### src/rtl/fantasticfft_fftn.sv
// rtl/fantasticfft_fftn.sv - N-point radix-2 DIT FFT, one time-shared butterfly, streaming load/unload
module fantasticfft_fftn #(
    parameter int INT_SIZE  = 8,
    parameter int FRAC_SIZE = 8,
    parameter int LOG2_N    = 3,
    parameter int SCALE     = 0
) (
    input  logic                                clk,
    input  logic                                rst,
    input  logic                                in_valid,
    output logic                                in_ready,
    input  logic signed [INT_SIZE+FRAC_SIZE-1:0] in_real,
    input  logic signed [INT_SIZE+FRAC_SIZE-1:0] in_imag,
    output logic                                out_valid,
    input  logic                                out_ready,
    output logic signed [INT_SIZE+FRAC_SIZE-1:0] out_real,
    output logic signed [INT_SIZE+FRAC_SIZE-1:0] out_imag,
    output logic [LOG2_N-1:0]                   out_index,
    output logic                                out_last,
    output logic                                busy
);
    localparam int W    = INT_SIZE + FRAC_SIZE;
    localparam int N    = 1 << LOG2_N;
    localparam int TW_W = FRAC_SIZE + 2;
    localparam int PW   = W + TW_W + 2;
    localparam int SW   = $clog2(LOG2_N);
    localparam real PI  = 3.14159265358979323846;
    localparam logic signed [PW-1:0] SAT_MAX = PW'(2 ** (W - 1) - 1);
    localparam logic signed [PW-1:0] SAT_MIN = PW'(-(2 ** (W - 1)));

    typedef enum logic [1:0] {ST_LOAD, ST_COMPUTE, ST_UNLOAD} state_t;

    function automatic int round_q(input real x);
        return (x >= 0.0) ? $rtoi(x + 0.5) : -$rtoi(0.5 - x);
    endfunction

    function automatic logic [LOG2_N-1:0] bitrev(input logic [LOG2_N-1:0] v);
        logic [LOG2_N-1:0] r;
        for (int i = 0; i < LOG2_N; i++) r[i] = v[LOG2_N-1-i];
        return r;
    endfunction

    function automatic logic signed [W-1:0] sat(input logic signed [PW-1:0] x);
        if (x > SAT_MAX)      return {1'b0, {(W-1){1'b1}}};
        else if (x < SAT_MIN) return {1'b1, {(W-1){1'b0}}};
        else                  return x[W-1:0];
    endfunction

    logic signed [TW_W-1:0] tw_re [N/2];
    logic signed [TW_W-1:0] tw_im [N/2];

    for (genvar k = 0; k < N/2; k++) begin : g_tw
        localparam real ANG   = 2.0 * PI * k / N;
        localparam int  COS_Q = round_q($cos(ANG) * (2.0 ** FRAC_SIZE));
        localparam int  SIN_Q = round_q($sin(ANG) * (2.0 ** FRAC_SIZE));
        assign tw_re[k] = TW_W'(COS_Q);
        assign tw_im[k] = TW_W'(-SIN_Q);
    end

    logic signed [W-1:0] mem_re [N];
    logic signed [W-1:0] mem_im [N];

    state_t              state;
    logic [LOG2_N-1:0]   load_cnt;
    logic [SW-1:0]       stg;
    logic [LOG2_N-2:0]   bfly;
    logic                ld_fire;

    // Butterfly addressing: the bit at position stg is inserted as 0 (top) or 1 (bottom).
    logic [LOG2_N-1:0]   half, pos, top_idx, bot_idx;
    logic [LOG2_N-2:0]   tw_idx;

    assign half    = LOG2_N'(1) << stg;
    assign pos     = {1'b0, bfly} & (half - LOG2_N'(1));
    assign top_idx = (({1'b0, bfly} & ~(half - LOG2_N'(1))) << 1) | pos;
    assign bot_idx = top_idx | half;
    assign tw_idx  = (LOG2_N-1)'(pos << (SW'(LOG2_N - 1) - stg));
    assign ld_fire = (state == ST_LOAD) && in_valid && in_ready;

    logic signed [PW-1:0] a_re, a_im, b_re, b_im, w_re, w_im;
    logic signed [PW-1:0] p_re, p_im, s_re, s_im, d_re, d_im;

    always_comb begin
        a_re = PW'(mem_re[top_idx]);
        a_im = PW'(mem_im[top_idx]);
        b_re = PW'(mem_re[bot_idx]);
        b_im = PW'(mem_im[bot_idx]);
        w_re = PW'(tw_re[tw_idx]);
        w_im = PW'(tw_im[tw_idx]);
        p_re = (b_re * w_re - b_im * w_im) >>> FRAC_SIZE;
        p_im = (b_re * w_im + b_im * w_re) >>> FRAC_SIZE;
        s_re = a_re + p_re;
        s_im = a_im + p_im;
        d_re = a_re - p_re;
        d_im = a_im - p_im;
        if (SCALE != 0) begin
            s_re = s_re >>> 1;
            s_im = s_im >>> 1;
            d_re = d_re >>> 1;
            d_im = d_im >>> 1;
        end
    end

    always_ff @(posedge clk) begin
        if (ld_fire) begin
            mem_re[bitrev(load_cnt)] <= in_real;
            mem_im[bitrev(load_cnt)] <= in_imag;
        end else if (state == ST_COMPUTE) begin
            mem_re[top_idx] <= sat(s_re);
            mem_im[top_idx] <= sat(s_im);
            mem_re[bot_idx] <= sat(d_re);
            mem_im[bot_idx] <= sat(d_im);
        end
    end

    always_ff @(posedge clk) begin
        if (rst) begin
            state     <= ST_LOAD;
            load_cnt  <= '0;
            stg       <= '0;
            bfly      <= '0;
            in_ready  <= 1'b0;
            out_valid <= 1'b0;
            out_index <= '0;
            out_last  <= 1'b0;
            busy      <= 1'b0;
        end else begin
            case (state)
                ST_LOAD: begin
                    in_ready <= 1'b1;
                    if (ld_fire) begin
                        load_cnt <= load_cnt + LOG2_N'(1);
                        if (load_cnt == LOG2_N'(N - 1)) begin
                            state    <= ST_COMPUTE;
                            in_ready <= 1'b0;
                            busy     <= 1'b1;
                        end
                    end
                end
                ST_COMPUTE: begin
                    bfly <= bfly + (LOG2_N-1)'(1);
                    if (bfly == '1) begin
                        stg <= stg + SW'(1);
                        if (stg == SW'(LOG2_N - 1)) begin
                            state     <= ST_UNLOAD;
                            stg       <= '0;
                            out_valid <= 1'b1;
                            out_index <= '0;
                            out_last  <= 1'b0;
                        end
                    end
                end
                ST_UNLOAD: begin
                    if (out_valid && out_ready) begin
                        if (out_last) begin
                            state     <= ST_LOAD;
                            out_valid <= 1'b0;
                            out_last  <= 1'b0;
                            out_index <= '0;
                            busy      <= 1'b0;
                            in_ready  <= 1'b1;
                        end else begin
                            out_index <= out_index + LOG2_N'(1);
                            out_last  <= (out_index == LOG2_N'(N - 2));
                        end
                    end
                end
                default: state <= ST_LOAD;
            endcase
        end
    end

    // The file is untouched during UNLOAD, so the presented bin holds while stalled.
    assign out_real = out_valid ? mem_re[out_index] : '0;
    assign out_imag = out_valid ? mem_im[out_index] : '0;

endmodule
### config.mk
export PLATFORM = sky130hd
export DESIGN_NAME = fantasticfft_fftn
export DESIGN_NICKNAME = d
export VERILOG_FILES = /design/src/rtl/fantasticfft_fftn.sv
export SDC_FILE = /design/constraint.sdc
export NUM_CORES = 2
export LEC_CHECK = 0
export BUFFER_PORTS_ARGS = -buffer_cell sky130_fd_sc_hd__buf_4
export CAP_MARGIN = 25
export CORE_MARGIN = 5
export CORE_UTILIZATION = 50
export DETAILED_ROUTE_END_ITERATION = 10
export PLACE_DENSITY_LB_ADDON = 0.08
export SYNTH_ARGS = -nofsm -noshare
export SYNTH_HDL_FRONTEND = slang
export SYNTH_SLANG_ARGS = --single-unit
### constraint.sdc
create_clock -name clk -period 11.2 [get_ports clk]
set_input_delay 1.12 -clock clk [delete_from_list [all_inputs] [get_ports clk]]
set_output_delay 1.12 -clock clk [all_outputs]
set_load 0.02 [all_outputs]
==> Word-level counts from Yosys, hierarchy flattened <==
Memories as Yosys holds them, arrays and structs flattened. A register that Yosys moved wholly into a read port is not among the register bits.
Cells that the tools add are included.
{ "op_classes": {"addsub": 12, "multipliers": 4, "n_lt_le_gt_ge": 9, "n_eq_ne": 12, "n_shift": 2, "muxes": 70, "n_bitwise": 6, "reduce_logical": 15} }
{ "ops": {"columns": ["operator", "count"], "rows": [
  ["2-to-1 mux 16 bit", 20],
  ["multiplier 16 x 10 -> 26 bit", 4],
  ["> comparator 20 x 16 -> 1 bit (second input constant)", 4],
  ["less-than comparator 20 x 16 -> 1 bit (second input constant)", 4],
  ["adder 16 x 19 -> 20 bit", 2],
  ["binary-select mux 10 bit (select 2 bit)", 2],
  ["2-to-1 mux 10 bit", 4],
  ["subtractor 16 x 19 -> 20 bit", 2],
  ["OR reduction 16 bit", 2],
  ["2-to-1 mux 3 bit", 10],
  ["adder 26 x 26 -> 27 bit", 1],
  ["subtractor 26 x 26 -> 27 bit", 1],
  ["2-to-1 mux 1 bit", 21],
  ["2-to-1 mux 2 bit", 7],
  ["AND reduction 5 bit", 2],
  ["case mux 1 bit (2 select lines)", 4],
  ["adder 3 x 1 -> 3 bit (second input constant)", 2],
  ["== test 2 bit (second input constant)", 3],
  ["== test 3 bit (second input constant)", 2],
  ["inequality test 2 x 1 -> 1 bit (second input constant)", 3],
  ["inequality test 2 bit (second input constant)", 3],
  ["bitwise OR 3 bit", 2],
  ["case mux 2 bit (3 select lines)", 1],
  ["case mux 3 bit (2 select lines)", 1],
  ["18 further kinds", 23]
]} }
{ "word_totals": {"ff_bits": 16, "mem_bits_rw": 256, "in_bits": 36, "output_inout_bits": 39, "elab_cells": 141, "memories": 2} }
{ "memory_table": {"columns": ["memory", "depth", "width", "rd", "rd_ports_with_merged_regs", "wr", "line", "rtl"], "rows": [
  ["mem_im", 8, 16, 3, 1, 2, "61", "logic signed [W-1:0] mem_im [N];"],
  ["mem_re", 8, 16, 3, 1, 2, "60", "logic signed [W-1:0] mem_re [N];"]
]} }

==> Logic depth before layout (Yosys ltp) <==
{ "logic_depth": {"depth_word": 17, "depth_mapped": 49, "ltp_nobuf": 43} }

==> Worst setup path before layout <==
Ideal clock, no wire load.
{ "synth_path": {"kind": "flip-flop to flip-flop", "start": "reg stg[0]", "end": "mem mem_im[0][13] in the netlist's numbering (data pin)", "setup_ns": 0.154, "t_arrival_ns": 11.079, "required_ns": 11.046, "path_slack_ns": -0.034, "stages_incl_launch_ff": 45, "n_path_buf": 6, "synth_period_minus_slack_ns": 11.234, "path_cell_list": "dfxtp_1 inv_1 ha_1 buf_2 nor2b_1 a32oi_1 clkbuf_1 clkbuf_1 clkbuf_1 o221ai_1 a21oi_1 and2_1 inv_1 fa_1 inv_1 fa_1 fa_1 fa_1 [... 9 more ...] nor2_1 a31o_1 a311o_1 a21oi_2 o21ba_2 xnor2_1 ha_1 clkbuf_1 nand2_1 nor3_1 nand4_1 a31o_2 a2111oi_0 and3b_1 o41ai_4 buf_2 a21oi_1 mux2i_1"} }
{ "synth_rtl": {"columns": ["element", "line", "rtl"], "rows": [
  ["start, declared", "65", "logic [SW-1:0] stg;"],
  ["start signal, assigned", "143", "stg <= stg + SW'(1);"],
  ["end, declared", "61", null]
]} }

==> key figures <==
Run status
  – Status: finished clean

Logic synthesis
  – Post-synth ARST share: 0%
  – Largest area contributor in the netlist: fa_1
  – Top cells by area, synth: fa_1 (24%), edfxtp_1 (19%), ha_1 (10%)
  – EDFF count, synth: 256
  – Share of the synthesized area in the top cell type: 24.2%
  – Most used standard cell by instance count after synthesis: inv_1
  – Seq/Total Area, Yosys: 20.3%
  – Syn_nets: 4846
  – Commonest cells in the netlist: inv_1 (762), fa_1 (482), ha_1 (318), nand2_1 (304), edfxtp_1 (256)
  – Synth Register Bits: 275
  – Mapped Cells: 4010
  – Mapped cell area: 39800 sq um
  – Ys flop type: edfxtp_1
  – Syn_area_per_cell: 9.93 sq um
  – Ys Warns: 0
  – Distinct cell type count after synthesis: 87

Die
  – Die W: 292 um
  – Full die area: 85300 sq um
  – Core area: 79000 sq um
  – Die Height: 292 um
  – FP Rows: 103
  – Initial Util: 50.4%
  – Ports: 75

Power and ir drop
  – PD cells: 51.4 nW/um^2
  – Max rail drop VDD: 0.113 mV
  – Static leakage: 23.1 nW

Clock network
  – Num CTS Buffers: 26
  – CTS tree: yes
  – H-tree levels: 1
  – Root Buffer: clkbuf_16
  – CTS sink cnt: 275
  – CTS max path bufs: 3
  – Clock latency on the worst-skew pair: 0.57 ns
  – Clock transition at path regs: 0.07 ns

Timing
  – Post-layout min period: 10.92 ns
  – Clock Skews: 0.00976 ns
  – Slew @ Worst Pin: 1.12 ns
  – Max Clock Freq: 91.6 MHz
  – Post-route worst setup slack: 0.282 ns
  – Hold Violations, Final: 0
  – Relative slew slack: 24.6%
  – Final setup viols: 0
  – Final Cycle Share: 97.5%
  – Pins Over Slew Limit: 0

Finish
  – Final nets: 5367
  – Design area: 47900 sq um
  – Multi-input gate area: 29300 sq um
  – FF+latch area: 8090 sq um
  – Final Non-Filler Cells: 5599
  – Filler cell count: 6846
  – Layout area overhead: 20.3%
  – Layout cell share with drive strength beyond 1: 23.2%

Critical path
  – CP Class: reg -> reg
  – Delay-heaviest family, CP: adder cells
  – Worst Setup Start Kind: flop
  – Worst reg2reg startpoint: stg[0]
  – Req. time, crit path: 11.59 ns
  – Critical path arrival: 11.31 ns
  – CP bufs+invs: 13
  – CP Launch Point: stg[0]
  – CP max stage delay: 0.55 ns
  – Crit Path Max Fanout: 8
  – CP dominant cell by count: fa_1
  – Critical path endpoint category: flop
  – Crit. path cell count: 46
  – CP max-delay cell: fa_1
  – Reg2reg path depth: 46

Drt
  – Number of remaining DRC errors: 0
  – Wirelength per Cell: 24.2 um
  – Router iterations before antenna repair: 5
  – Drt via density: 5.85
  – Detail Route Antenna Nets: 0
  – Total routed wirelength: 135 mm
  – DR iter-0 viols: 3053
  – Routed vias: 32700

Place
  – Placed cell count: 5515
  – DP HPWL: 103 mm
  – Placer Congestion: 0.957
  – Worst Setup Slack post-DPL: -0.716 ns
  – Post-place instance area: 45700 sq um
  – Port Buffers: 74

Global route
  – Largest net degree at the start of global routing: 77
  – Total grt overflow: 0
  – Total Routing Usage GR: 31.1%
  – Vias in the first global route: 33200
  – First-pass GRT wire length: 203 mm
  – Initial antenna violation count: 5

Min path
  – Hold path depth: 2
  – HP Start: busy
  – Hold WC Path Type: reg -> reg

Job
  – Max_cap viols: 0
==> routing by layer <==
| metal | GRT usage (%) | vias to the layer above | routed length (um) |
|---|---|---|---|
| li1 | - | 14700 | - |
| met1 | 41.6 | 16300 | 52500 |
| met2 | 51.7 | 1435 | 64300 |
| met3 | 6.33 | 303 | 13500 |
| met4 | 9.22 | 8 | 4930 |
| met5 | 0 | - | 55 |
==> cell usage in the layout, fill, tap and decap left out, drive strengths merged, types with 22 or more instances in the layout <==
cell and count:
mux4 107, fa 482, buf 675, inv 761, ha 318, nand3 63, o21ai 131, nand2 304
xnor2 93, nor2 201, a211oi 25, o221ai 113, a21oi 186, nor2b 56, mux2i 250, nand2b 39
a21o 22, edfxtp 256, and2 33, nor3 34, clkbuf 38, xor2 34
==> metrics by stage <==
stage | hold slack [ns] | util [%] | setup TNS, ns | power [mW]
6_report | 0.485 | 60.6 | 0 | 2.46
5_1_grt | 0.512 | 60.6 | -4.28 | 2.53
4_1_cts | 0.487 | 59.1 | 0 | 2.43
3_5_place_dp | 0.476 | 57.8 | -95.19 | 1.56
3_3_place_gp | 0.469 | 57.8 | -109.16 | 1.56
2_1_floorplan | 0.488 | - | 0 | 1.37
==> final cells by class <==
| class | count | share of cell area, % |
|---|---|---|
| antenna | 1 | 0.00522 |
| inverter | 763 | 6.00 |
| sequential | 275 | 16.9 |
| clock inverter | 12 | 0.235 |
| tap | 1050 | 2.74 |
| multi-input combinational | 2785 | 61.1 |
| timing repair buffer | 680 | 11.6 |
| clock buffer | 33 | 1.46 |
==> tightest hold or removal path: cells and delay by family (launching register included) <==
family          cells  cell delay [ns]
flops               1             0.31
compound gates      2             0.12
==> cell families (layout without fill, tap and decap cells) <==
| kind of cell | Yosys count | in the layout | share of synthesized area [%] |
|---|---|---|---|
| xor+xnor | 127 | 127 | 2.79 |
| buf+inv | 951 | 1488 | 9.05 |
| compound gates | 655 | 655 | 11.1 |
| mux | 372 | 372 | 12.8 |
| flops | 275 | 275 | 20.3 |
| fa+ha+maj | 800 | 800 | 34.2 |
| simple gates | 830 | 831 | 9.79 |
| other cells | 0 | 1 | 0 |
==> sequential cells by signal, indices dropped and copies added, names as in the netlist, named ones only <==
name	flops
bfly	2
load_cnt	3
stg	2
out_valid	1
mem_im	128
out_last	1
state	2
mem_re	128
busy	1
out_index	3
in_ready	1
==> timing repair <==
item | in CTS | in global routing
setup buffers | 8 | 24
gates cloned | 1 | 6
pin swaps | 5 | 55
setup endpoints to repair | 242 | 256
hold buffers | 0 | 0
resized for setup | 28 | 200
==> report_power, final <==
part	internal, mW	switching (mW)	total, mW
Combinational	0.190	0.248	0.438
Clock	0.484	0.396	0.880
Sequential	1.13	0.00773	1.14
Total	1.81	0.651	2.46
==> worst paths after layout <==
| check | end | slack (ns) |
|---|---|---|
| worst min-delay path | busy | 0.48 |
| worst max register to register | mem_im[0][5] | 0.28 |
| worst max-delay path | mem_im[0][5] | 0.28 |
| worst min register to register | busy | 0.48 |
Note: power is estimated with default switching activity, not from simulation.
